File: config.mk
export PLATFORM = sky130hd
export DESIGN_NAME = ibex_multdiv_arbiter
export DESIGN_NICKNAME = d
export VERILOG_FILES = /design/src/rtl/ibex_multdiv_pkg.sv /design/src/rtl/ibex_md_rr_arb.sv /design/src/rtl/ibex_multdiv_arbiter.sv
export SDC_FILE = /design/constraint.sdc
export NUM_CORES = 1
export LEC_CHECK = 0
export BUFFER_PORTS_ARGS = -buffer_cell sky130_fd_sc_hd__clkbuf_2
export CAP_MARGIN = 20
export CORE_ASPECT_RATIO = 1.75
export CORE_MARGIN = 8
export CORE_UTILIZATION = 25
export CTS_BUF_LIST = sky130_fd_sc_hd__clkbuf_16
export CTS_CLUSTER_DIAMETER = 150
export DETAILED_ROUTE_END_ITERATION = 16
export GPL_TIMING_DRIVEN = 0
export HOLD_SLACK_MARGIN = 0.06
export PLACE_DENSITY_LB_ADDON = 0.3
export SYNTH_ARGS = -nofsm -noshare
export SYNTH_HDL_FRONTEND = slang
export SYNTH_SLANG_ARGS = --single-unit
File: constraint.sdc
create_clock -name clk -period 3.2 [get_ports clk]
set_input_delay 0.32 -clock clk [delete_from_list [all_inputs] [get_ports clk]]
set_output_delay 0.32 -clock clk [all_outputs]
set_load 0.03 [all_outputs]
File: src/rtl/ibex_multdiv_pkg.sv
// rtl/ibex_multdiv_pkg.sv - shared types for the multdiv sequencer/arbiter
package ibex_multdiv_pkg;

  typedef enum logic [1:0] {
    MD_OP_MULL = 2'd0,
    MD_OP_MULH = 2'd1,
    MD_OP_DIV  = 2'd2,
    MD_OP_REM  = 2'd3
  } md_op_e;

  typedef enum logic [1:0] {
    ARB_IDLE = 2'd0,
    ARB_RUN  = 2'd1,
    ARB_KILL = 2'd2,
    ARB_RESP = 2'd3
  } arb_state_e;

  // Multiply ops use the multiplier enable, everything else the divider enable.
  function automatic logic md_op_is_mult(input md_op_e op);
    return (op == MD_OP_MULL) || (op == MD_OP_MULH);
  endfunction

endpackage

File: src/rtl/ibex_md_rr_arb.sv
// rtl/ibex_md_rr_arb.sv - combinational two-way round-robin grant
module ibex_md_rr_arb (
  input  logic [1:0] valid_i,
  input  logic [1:0] flush_i,
  input  logic       ptr_i,
  output logic       gnt_valid_o,
  output logic       gnt_idx_o
);

  logic [1:0] cand;

  // A requester being flushed this cycle is not eligible; ties go to the pointer.
  always_comb begin
    cand        = valid_i & ~flush_i;
    gnt_valid_o = |cand;
    gnt_idx_o   = (&cand) ? ptr_i : cand[1];
  end

endmodule

File: src/rtl/ibex_multdiv_arbiter.sv
// rtl/ibex_multdiv_arbiter.sv - sequences and shares one multdiv datapath between two requesters
module ibex_multdiv_arbiter
  import ibex_multdiv_pkg::*;
#(
  parameter bit RR_RESET_PTR = 1'b0
) (
  input  logic             clk,
  input  logic             rst_n,
  input  logic [1:0]       req_valid_i,
  output logic [1:0]       req_ready_o,
  input  logic [1:0][1:0]  req_op_i,
  input  logic [1:0][1:0]  req_signed_mode_i,
  input  logic [1:0][31:0] req_op_a_i,
  input  logic [1:0][31:0] req_op_b_i,
  input  logic [1:0]       flush_i,
  output logic [1:0]       rsp_valid_o,
  input  logic [1:0]       rsp_ready_i,
  output logic [31:0]      rsp_result_o,
  output logic             md_mult_en_o,
  output logic             md_div_en_o,
  output logic [1:0]       md_operator_o,
  output logic [1:0]       md_signed_mode_o,
  output logic [31:0]      md_op_a_o,
  output logic [31:0]      md_op_b_o,
  input  logic [31:0]      md_result_i,
  input  logic             md_ready_i,
  output logic             busy_o,
  output logic             owner_o
);

  localparam logic [1:0] StIdle = ARB_IDLE;
  localparam logic [1:0] StRun  = ARB_RUN;
  localparam logic [1:0] StKill = ARB_KILL;
  localparam logic [1:0] StResp = ARB_RESP;

  logic [1:0]  state_q, state_d;
  logic        ptr_q, ptr_d;
  logic        owner_q, owner_d;
  md_op_e      op_q, op_d;
  logic [1:0]  sm_q, sm_d;
  logic [31:0] a_q, a_d;
  logic [31:0] b_q, b_d;
  logic [31:0] res_q, res_d;

  logic        gnt_valid;
  logic        gnt_idx;
  logic        run_en;

  ibex_md_rr_arb u_rr_arb (
    .valid_i     (req_valid_i),
    .flush_i     (flush_i),
    .ptr_i       (ptr_q),
    .gnt_valid_o (gnt_valid),
    .gnt_idx_o   (gnt_idx)
  );

  // Next-state logic: accept in IDLE, run (or kill) the datapath to completion, then respond.
  always_comb begin
    state_d     = state_q;
    ptr_d       = ptr_q;
    owner_d     = owner_q;
    op_d        = op_q;
    sm_d        = sm_q;
    a_d         = a_q;
    b_d         = b_q;
    res_d       = res_q;
    req_ready_o = 2'b00;
    rsp_valid_o = 2'b00;
    run_en      = 1'b0;

    case (state_q)
      StIdle: begin
        if (gnt_valid) begin
          req_ready_o[gnt_idx] = 1'b1;
          owner_d = gnt_idx;
          op_d    = md_op_e'(req_op_i[gnt_idx]);
          sm_d    = req_signed_mode_i[gnt_idx];
          a_d     = req_op_a_i[gnt_idx];
          b_d     = req_op_b_i[gnt_idx];
          state_d = StRun;
        end
      end

      StRun: begin
        run_en = 1'b1;
        // A flush always wins over a completion in the same cycle.
        if (flush_i[owner_q]) begin
          if (md_ready_i) begin
            state_d = StIdle;
            ptr_d   = ~owner_q;
          end else begin
            state_d = StKill;
          end
        end else if (md_ready_i) begin
          res_d   = md_result_i;
          state_d = StResp;
        end
      end

      StKill: begin
        // Keep the datapath enabled so it returns to its own idle state.
        run_en = 1'b1;
        if (md_ready_i) begin
          state_d = StIdle;
          ptr_d   = ~owner_q;
        end
      end

      StResp: begin
        rsp_valid_o[owner_q] = 1'b1;
        if (rsp_ready_i[owner_q] || flush_i[owner_q]) begin
          state_d = StIdle;
          ptr_d   = ~owner_q;
        end
      end

      default: state_d = StIdle;
    endcase
  end

  // FSM, round-robin pointer and latched operation/result registers.
  always_ff @(posedge clk or negedge rst_n) begin
    if (!rst_n) begin
      state_q <= StIdle;
      ptr_q   <= RR_RESET_PTR;
      owner_q <= 1'b0;
      op_q    <= MD_OP_MULL;
      sm_q    <= 2'b00;
      a_q     <= 32'h0;
      b_q     <= 32'h0;
      res_q   <= 32'h0;
    end else begin
      state_q <= state_d;
      ptr_q   <= ptr_d;
      owner_q <= owner_d;
      op_q    <= op_d;
      sm_q    <= sm_d;
      a_q     <= a_d;
      b_q     <= b_d;
      res_q   <= res_d;
    end
  end

  assign md_mult_en_o     = run_en & md_op_is_mult(op_q);
  assign md_div_en_o      = run_en & ~md_op_is_mult(op_q);
  assign md_operator_o    = op_q;
  assign md_signed_mode_o = sm_q;
  assign md_op_a_o        = a_q;
  assign md_op_b_o        = b_q;
  assign rsp_result_o     = res_q;
  assign busy_o           = (state_q != StIdle);
  assign owner_o          = owner_q;

endmodule

==> results.ini, run 1 <==
[synthesis]
synth-async-reset-ratio_pct = 100
syn_inst = 333
seq_area_frac_synth_pct = 58.1
syn_area_um2 = 4480
synth_edf_count = 0
synth_area_per_cell_um2 = 13.4
syn_nets = 515
yosys_warnings = 0
synthDistinctLibCells = 29
synth_seq_cells = 104
synth_flop_cell = dfrtp_1

[sta]
slew_headroom_pct = 43.4
hold_ws_ns = 0.0474
finalSetupViolations = 0
setup-tns-final_ns = 0
final_max_slew_viol_count = 0
post-route-period-util_pct = 85.3
hold_viol = 0
fmax_mhz = 366
worst_pin_slew_ns = 0.850
fin_crit_ns = 2.73
layout_setup_ws_ns = 0.471
fin_skew_ns = 0.00704
rsz0062_at_grt = no

[global_route]
grt_overflow = 0
antenna_found_initial = 0
grt_pass1_vias = 4522
grt_max_degree = 105
grt_pass1_wl_um = 24000
track_usage_pct = 13.9

[route]
viasPerCell = 4.63
detail_route.wl_per_cell_um = 18.6
ant_nets = 0
first_iter_violations = 114
drc_errors = 0
via_count = 4012
wirelength_um = 16100
first_pass_iters = 4

[clock_tree]
post_cts_resized = 0
clkLatencyLatePin_ns = 0.34
hold_buffers = 0
clockBufferDepth = 2
cts_tree = done
cts_buffers = 9
ctsHtreeMaxLevel = 3
postCtsSetupRepairBufs = 0
cts-root-buf = clkbuf_16
clock-sinks = 104
clk_pin_slew_ns = 0.07

[floorplan]
core_um2 = 17800
start_util_pct = 25.1
die_height_um = 193
rows = 65
dieWidth_um = 117
ioPinCount = 285
dieArea_um2 = 22600

[power]
cellPowerDensity_nw_per_um2 = 1090
power.leakage_uw = 0.00386
vdd_drop_max_uv = 435
power_uw = 7030

[place]
port_buffers = 284
dp_worst_setup_slack_ns = 0.724
dp_hpwl_um = 12900
gp_congestion = 0.771

[final_layout]
fill_cells = 1820
regArea_um2 = 2600
fin_nets = 810
drive_gt1_share_pct = 55.4
syn_to_final_growth_pct = 44.3
multi_input_area_um2 = 1720
diodes = 0

[hold_path]
hp-class = in -> async

[critical_path]
cp-end-kind = output port
rr_startpoint = state_q[1]$_DFFE_PN0P_
crit_path_start = state_q[1]$_DFFE_PN0P_
r2r_end = md_op_a_o[22]$_DFFE_PN0P_
crit_path_start_kind = flip-flop
critical_path_class = reg -> out
required_ns = 2.88
reg2reg_slack_ns = 0.98
critPathMaxFanout = 10
arrival_ns = 2.41
worstRegToRegCells = 7

[outcome]
outcome = complete, no violations

[job]
cap_violations = 0

Yosys cell counts, types with 2 or more instances:
cell type | instances | area [um2]
dfrtp_1 | 104 | 2600
a21oi_1 | 2 | 10.0
buf_6 | 4 | 45.0
clkbuf_1 | 10 | 37.5
inv_1 | 5 | 18.8
buf_2 | 10 | 50.1
a21o_1 | 69 | 518
nor2_1 | 3 | 11.3
nor2b_1 | 2 | 12.5
mux2_2 | 32 | 360
a22o_1 | 68 | 596
mux2i_1 | 3 | 30.0
ha_1 | 5 | 62.6
metal layers:
layer  vias to the layer above  share of wire [%]  GRT usage (%)
met2                       170                 54           25.6
met5                         -                  0              0
li1                       1829                  -              -
met4                         0                2.8           6.19
met1                      1990                 36           14.3
met3                        23                7.2           3.56
how the worst max path moves through the flow:
| stage | end | slack [ns] | depth (start not counted) |
|---|---|---|---|
| finish | req_ready_o[1] | 0.47 | 6 |
| global route | req_ready_o[1] | 0.23 | 6 |
| CTS | req_ready_o[1] | 0.33 | 6 |
| detailed placement | req_ready_o[1] | 0.72 | 6 |
| global placement | md_op_b_o[6]$_DFFE_PN0P_ | 0.39 | 1 |
| floorplan | state_q[0]$_DFFE_PN0P_ | 1.36 | 6 |
registers in the layout, summed over array words and instances, names as in the netlist:
register	cells
md_op_a_o	32
md_op_b_o	32
md_operator_o	2
md_signed_mode_o	2
owner_o	1
ptr_q	1
rsp_result_o	32
state_q	2
per-stage QoR:
stage / std cells / utilization [%] / area, um2
final: 866 / 36.3 / 6460
after global routing: 866 / 36.3 / 6460
after CTS: 866 / 36.3 / 6460
after detailed placement: 851 / 34.8 / 6200
after global placement: 851 / 34.8 / 6190
after floorplan: 333 / - / 4480
cell families after synthesis:
kind of cell | Yosys count | share of synthesized area [%]
fa+ha+maj | 5 | 1.40
flops | 104 | 58.1
simple gates | 14 | 2.07
compound gates | 145 | 26.0
buf+inv | 29 | 3.38
mux | 36 | 8.97
power breakdown:
part | internal, uW | switching [uW]
combinational | 1380 | 2320
clock | 521 | 491
sequential | 1950 | 366
layout make-up:
type                            instances  share of cell area (%)
Buffer                                 24                    2.05
Clock buffer                            9                    3.49
Clock inverter                          6                   0.562
Inverter                                5                   0.290
Multi-Input combinational cell        200                    26.7
Sequential cell                       104                    40.3
Tap cell                              234                    4.53
Timing Repair Buffer                  284                    22.1
placed cells by master, fill, tap and decap left out:
cell type,netlist,layout
ha_1,5,5
a22o_1,68,68
buf_6,4,4
clkinv_4,0,1
a21oi_1,2,2
nand3_2,1,1
a21o_2,1,1
a21oi_2,1,1
nor2b_2,1,1
nand3b_1,1,1
nand2_1,1,1
clkinv_2,0,3
o21ai_1,1,1
mux2_2,32,32
mux2i_1,3,3
and2_1,1,1
nor2b_1,2,2
o21ai_0,1,1
a22oi_1,1,1
clkinv_1,0,1
nor2_1,3,3
buf_2,10,10
or3b_1,1,1
o211ai_1,1,1
inv_6,0,1
or3_1,1,1
dfrtp_1,104,104
and2_2,1,1
clkbuf_1,10,10
clkbuf_2,0,283
and2b_4,1,1
mux2_1,1,1
clkbuf_8,0,1
a21o_1,69,69
inv_1,5,5
clkbuf_16,0,9
worst max-delay path: stages, from the launching register on:
cell      delay (ns)
dfrtp_1         0.42
inv_1           0.12
ha_1            0.27
nand3b_1        0.10
a21oi_1         0.54
buf_2           0.36
clkbuf_2        0.25
Note: power is estimated with default switching activity, not from simulation.
==> run 2: changes to the inputs <==
--- a/config.mk
+++ b/config.mk
@@ -7,7 +7,6 @@
 export LEC_CHECK = 0
 export BUFFER_PORTS_ARGS = -buffer_cell sky130_fd_sc_hd__clkbuf_2
 export CAP_MARGIN = 20
-export CORE_ASPECT_RATIO = 1.75
 export CORE_MARGIN = 8
 export CORE_UTILIZATION = 25
 export CTS_BUF_LIST = sky130_fd_sc_hd__clkbuf_16
@@ -16,6 +15,7 @@
 export GPL_TIMING_DRIVEN = 0
 export HOLD_SLACK_MARGIN = 0.06
 export PLACE_DENSITY_LB_ADDON = 0.3
+export SKIP_LAST_GASP = 1
 export SYNTH_ARGS = -nofsm -noshare
 export SYNTH_HDL_FRONTEND = slang
 export SYNTH_SLANG_ARGS = --single-unit
==> run 2 against run 1 <==
Clock skew grew 0.0043 ns. Cell count shrank 0.46%. Non-clock buffer count is the same. Critical path type unchanged. First-iteration DRC count grew 2.6%. Via count shrank 1.5%. Core utilization grew 0.25 points. Highest routed layer is now met5. Die area shrank 0.75%. Largest power group unchanged. Sequential cell count is the same. Worst setup slack lost 0.022 ns. Clock power grew 12%. Total power grew 1.4%. Combinational power is essentially flat.
==> results.ini, run 2 (synthesis gave the netlist of run 1 again) <==
[final_layout]
drive_gt1_share_pct = 55.6
fill_cells = 1804
fin_nets = 810
multi_input_area_um2 = 1720
diodes = 0
regArea_um2 = 2600
final_area_um2 = 6490
most-common-layout-cells = 283 x clkbuf_2, 104 x dfrtp_1, 69 x a21o_1, 68 x a22o_1, 32 x mux2_2
syn_to_final_growth_pct = 45.1
final_common_cell = clkbuf_2

[sta]
finalSetupViolations = 0
fin_skew_ns = 0.0114
worst_pin_slew_ns = 0.829
slew_headroom_pct = 44.7
hold_viol = 0
fin_crit_ns = 2.75
setup-tns-final_ns = 0
final_max_slew_viol_count = 0
hold_ws_ns = 0.0586
rsz0062_at_grt = no
fmax_mhz = 364
post-route-period-util_pct = 86.0

[critical_path]
required_ns = 2.88
path_buf_inv = 3
cp-end-kind = output port
critical_path_class = reg -> out
arrival_ns = 2.43
worstRegToRegCells = 7
crit_chain = inv_1 -> ha_1 -> nand3b_1 -> a21oi_1 -> buf_2 -> clkbuf_2
crit_cells = 6
critPathMaxFanout = 10
slowest_delay_ns = 0.59
crit_path_start_kind = flip-flop
critical-path-top-delay-family = buffers and inverters
slowest_stage = a21oi_1

[global_route]
grt_max_degree = 105
grt_pass1_wl_um = 23700
track_usage_pct = 13.5
grt_overflow = 0
grt_pass1_vias = 4356
antenna_found_initial = 1

[place]
port_buffers = 284
gp_congestion = 0.791
place_area_um2 = 6190
dp_hpwl_um = 12300

[route]
via_count = 3952
viasPerCell = 4.58
ant_nets = 0
first_iter_violations = 117
drc_errors = 0
detail_route.wl_per_cell_um = 17.9
wirelength_um = 15400
first_pass_iters = 4

[clock_tree]
postCtsSetupRepairBufs = 0
clock-sinks = 104
cts_buffers = 9
clockBufferDepth = 2
clk_pin_slew_ns = 0.08
post_cts_resized = 0
cts-root-buf = clkbuf_16
clkLatencyLatePin_ns = 0.35
hold_buffers = 0
ctsHtreeMaxLevel = 3
cts_tree = done

[power]
power.leakage_uw = 0.00388
vdd_drop_max_uv = 463
cellPowerDensity_nw_per_um2 = 1100

[floorplan]
rows = 49
ioPinCount = 285
core_um2 = 17800
start_util_pct = 25.2
die_height_um = 150
dieWidth_um = 150
dieArea_um2 = 22400

[job]
cap_violations = 0

[outcome]
outcome = complete, no violations

[hold_path]
hp-class = in -> async

-- run 2: cell count changes in the layout (fill, tap and decap cells not counted) --
cell       change
clkinv_2       -1
clkinv_1       -1
clkinv_4       -1
inv_6          +3
bufinv_16      +1
-- run 2: per-stage QoR --
stage               setup WS [ns]  power, uW  util [%]  instances
floorplan                    1.36       4860         -        333
global placement            0.408       5990      34.8        846
detailed placement          0.726       6080      34.8        846
CTS                         0.328       7260      36.5        862
global route                0.196       7600      36.5        862
finish                      0.449       7130      36.5        862
-- run 2: power breakdown --
group / internal (uW) / switching, uW
combinational: 1390 / 2300
clock: 616 / 515
sequential: 1950 / 360
total: 3950 / 3180
-- run 2: worst paths after layout --
kind	to	slack [ns]	startpoint
setup / recovery	req_ready_o[1]	0.45	state_q[1]$_DFFE_PN0P_
hold / removal	md_op_a_o[23]$_DFFE_PN0P_	0.06	rst_n
setup reg to reg	md_op_a_o[9]$_DFFE_PN0P_	0.98	state_q[1]$_DFFE_PN0P_
hold reg to reg	rsp_result_o[6]$_DFFE_PN0P_	0.51	rsp_result_o[6]$_DFFE_PN0P_
max in group asynchronous	rsp_result_o[31]$_DFFE_PN0P_	2.56	rst_n
min in group clk	md_op_b_o[1]$_DFFE_PN0P_	0.16	req_op_b_i[1]
-- run 2: worst register-to-register path, cell delays in order (launching register included) --
cell	delay (ns)
dfrtp_1	0.42
inv_1	0.12
ha_1	0.25
nand3b_1	0.09
a21oi_1	0.59
buf_2	0.40
a22o_1	0.19
a21o_1	0.09
-- run 2: layer usage --
layer / global-route usage [%] / vias to the layer above / wire, um
li1: - / 1830 / -
met1: 15.4 / 1929 / 6020
met2: 21.9 / 177 / 7360
met3: 6.65 / 14 / 1820
met4: 3.95 / 2 / 203
met5: 0 / - / 9
-- run 2: area by class of cell --
| type | instances | share of cell area, % |
|---|---|---|
| flip-flops and latches | 104 | 40.1 |
| well taps | 229 | 4.41 |
| clock inverters | 7 | 1.16 |
| multi-input cells | 200 | 26.5 |
| inverters | 5 | 0.289 |
| repair buffers | 284 | 22.0 |
| plain buffers | 24 | 2.04 |
| clock buffers | 9 | 3.47 |
==> run 3: changes to the inputs <==
--- a/config.mk
+++ b/config.mk
@@ -5,6 +5,7 @@
 export SDC_FILE = /design/constraint.sdc
 export NUM_CORES = 1
 export LEC_CHECK = 0
+export ABC_AREA = 1
 export BUFFER_PORTS_ARGS = -buffer_cell sky130_fd_sc_hd__clkbuf_2
 export CAP_MARGIN = 20
 export CORE_MARGIN = 8
==> run 3 against run 2 <==
Global-route usage rose by 1.4 points. Sequential share of layout area fell by 2.6 points. Highest routed layer unchanged. Non-clock buffer count rose by 16. Critical path type unchanged. Core utilization fell by 0.56 points. Clock-buffer cell count did not move. Clock power barely moved.
==> results.ini, run 3 <==
[outcome]
outcome = complete, no violations

[clock_tree]
clockBufferDepth = 2
clock-sinks = 104
post_cts_resized = 0
ctsHtreeMaxLevel = 3
hold_buffers = 0
cts_tree = done
clkLatencyLatePin_ns = 0.35
cts-root-buf = clkbuf_16
postCtsSetupRepairBufs = 0
cts_buffers = 9
clk_pin_slew_ns = 0.08

[critical_path]
crit_chain = inv_1 -> ha_1 -> buf_2 -> nand2_2 -> a21oi_2 -> buf_2 -> clkbuf_2
crit_path_frequent_cell = buf_2
reg2reg_slack_ns = 1.35
rr_startpoint = state_q[0]$_DFFE_PN0P_
slowest_stage = dfrtp_1
required_ns = 2.88
r2r_end = md_op_a_o[26]$_DFFE_PN0P_
cp-end-kind = output port
worstRegToRegCells = 7
arrival_ns = 2.10
crit_path_start = state_q[0]$_DFFE_PN0P_
crit_path_start_kind = flip-flop
critPathMaxFanout = 10
critical_path_class = reg -> out
slowest_delay_ns = 0.42

[hold_path]
hp-class = in -> async

[synthesis]
synth-async-reset-ratio_pct = 100
synth.most_common_cell = nand2_1
synth_edf_count = 0
syn_area_um2 = 4890
synth_area_per_cell_um2 = 8.47
seq_area_frac_synth_pct = 53.2
synth_common_cells = 133 x nand2_1, 121 x a21oi_1, 104 x dfrtp_1
synth_top_area_cell = dfrtp_1
synth_seq_cells = 104
syn_nets = 759
syn_inst = 577
yosys_warnings = 0
synthTopCellsByArea = dfrtp_1 53%, a21oi_1 12%, nand2_1 10%, nand3_1 7.7%, inv_1 3.5%
synth_flop_cell = dfrtp_1
synthDistinctLibCells = 24
yosys.area.top_type_share_pct = 53.2

[global_route]
track_usage_pct = 14.9
grt_max_degree = 105
grt_pass1_wl_um = 28500
antenna_found_initial = 1
grt_overflow = 0
grt_pass1_vias = 5155

[place]
dp_hpwl_um = 14100
port_buffers = 284
gp_congestion = 0.841
place_area_um2 = 6650
place_inst = 1126
dp_worst_setup_slack_ns = 1.08

[sta]
fin_crit_ns = 2.42
finalSetupViolations = 0
slew_headroom_pct = 41.3
setup-tns-final_ns = 0
layout_setup_ws_ns = 0.781
post-route-period-util_pct = 75.6
fmax_mhz = 413
rsz0062_at_grt = no
worst_pin_slew_ns = 0.881
final_max_slew_viol_count = 0
fin_skew_ns = 0.00736
hold_viol = 0

[final_layout]
fill_cells = 2063
drive_gt1_share_pct = 39.3
syn_to_final_growth_pct = 42.2
multi_input_area_um2 = 1870
finalNonFillerCells = 1142
final_area_um2 = 6950
fin_nets = 1054
most-common-layout-cells = 283 x clkbuf_2, 133 x nand2_1, 121 x a21oi_1, 104 x dfrtp_1, 75 x nand3_1
final_common_cell = clkbuf_2
regArea_um2 = 2600
diodes = 0

[route]
detail_route.wl_per_cell_um = 16.2
top_layer_used = met5
dr_wl_met2_um = 8780
ant_nets = 0
via_count = 4994
met1Wirelength_um = 7700
wirelength_um = 18500
first_pass_iters = 4
routed-wl-met3_um = 1700
drc_errors = 0
viasPerCell = 4.37
first_iter_violations = 303

[floorplan]
core_um2 = 19300
ioPinCount = 285
start_util_pct = 25.3
dieArea_um2 = 24300
rows = 51
die_height_um = 156
dieWidth_um = 156

[power]
power_uw = 7160
cellPowerDensity_nw_per_um2 = 1030
power.leakage_uw = 0.00372
vdd_drop_max_uv = 348

[job]
cap_violations = 0

[run 3: power by group]
part	internal (uW)	total, uW	switching [uW]	leakage (uW)
registers	1950	2310	364	0.00124
clock network	616	1150	538	0.000147
logic	1070	3700	2620	0.00234
[run 3: area by class of cell]
type	count	area share (%)
Buffer	40	3.37
Clock buffer	9	3.24
Clock inverter	7	1.12
Inverter	49	2.65
Multi-Input combinational cell	384	26.9
Sequential cell	104	37.4
Tap cell	265	4.77
Timing Repair Buffer	284	20.6
[run 3: worst max path at each step]
| stage | end | slack [ns] | cells after the start |
|---|---|---|---|
| after floorplan | req_ready_o[1] | 1.53 | 6 |
| after global placement | md_op_b_o[29]$_DFFE_PN0P_ | 0.19 | 1 |
| after detailed placement | req_ready_o[0] | 1.08 | 7 |
| after CTS | req_ready_o[0] | 0.68 | 7 |
| after global routing | req_ready_o[0] | 0.55 | 7 |
| final | req_ready_o[0] | 0.78 | 7 |
[run 3: worst max-delay path: cells and delay by family, from the launching register on]
kind            cells  cell delay [ns]
flops               1             0.42
buf+inv             4             0.85
fa+ha+maj           1             0.15
simple gates        1             0.17
compound gates      1             0.16
[run 3: layer usage]
metal	vias to the layer above	GRT usage, %
li1	2485	-
met1	2293	18.0
met2	194	24.5
met3	20	5.07
met4	2	5.08
met5	-	0
[run 3: kinds of logic (layout without fill, tap and decap cells)]
logic type               Yosys count  count (layout)  share of synthesized area [%]
AO/OA/AOI/OAI                    158             158                           17.3
AND/OR/NAND/NOR                  221             221                           19.7
buffers and inverters             89             389                           8.55
adder cells (fa/ha/maj)            5               5                           1.28
flip-flops                       104             104                           53.2
[run 3: per-stage QoR]
stage               util, %  hold WS, ns
finish                 36.0       0.0353
detailed placement     34.4        0.454
CTS                    36.0        0.111
floorplan                 -       0.0244
global placement       34.3        0.451
global route           36.0        0.115
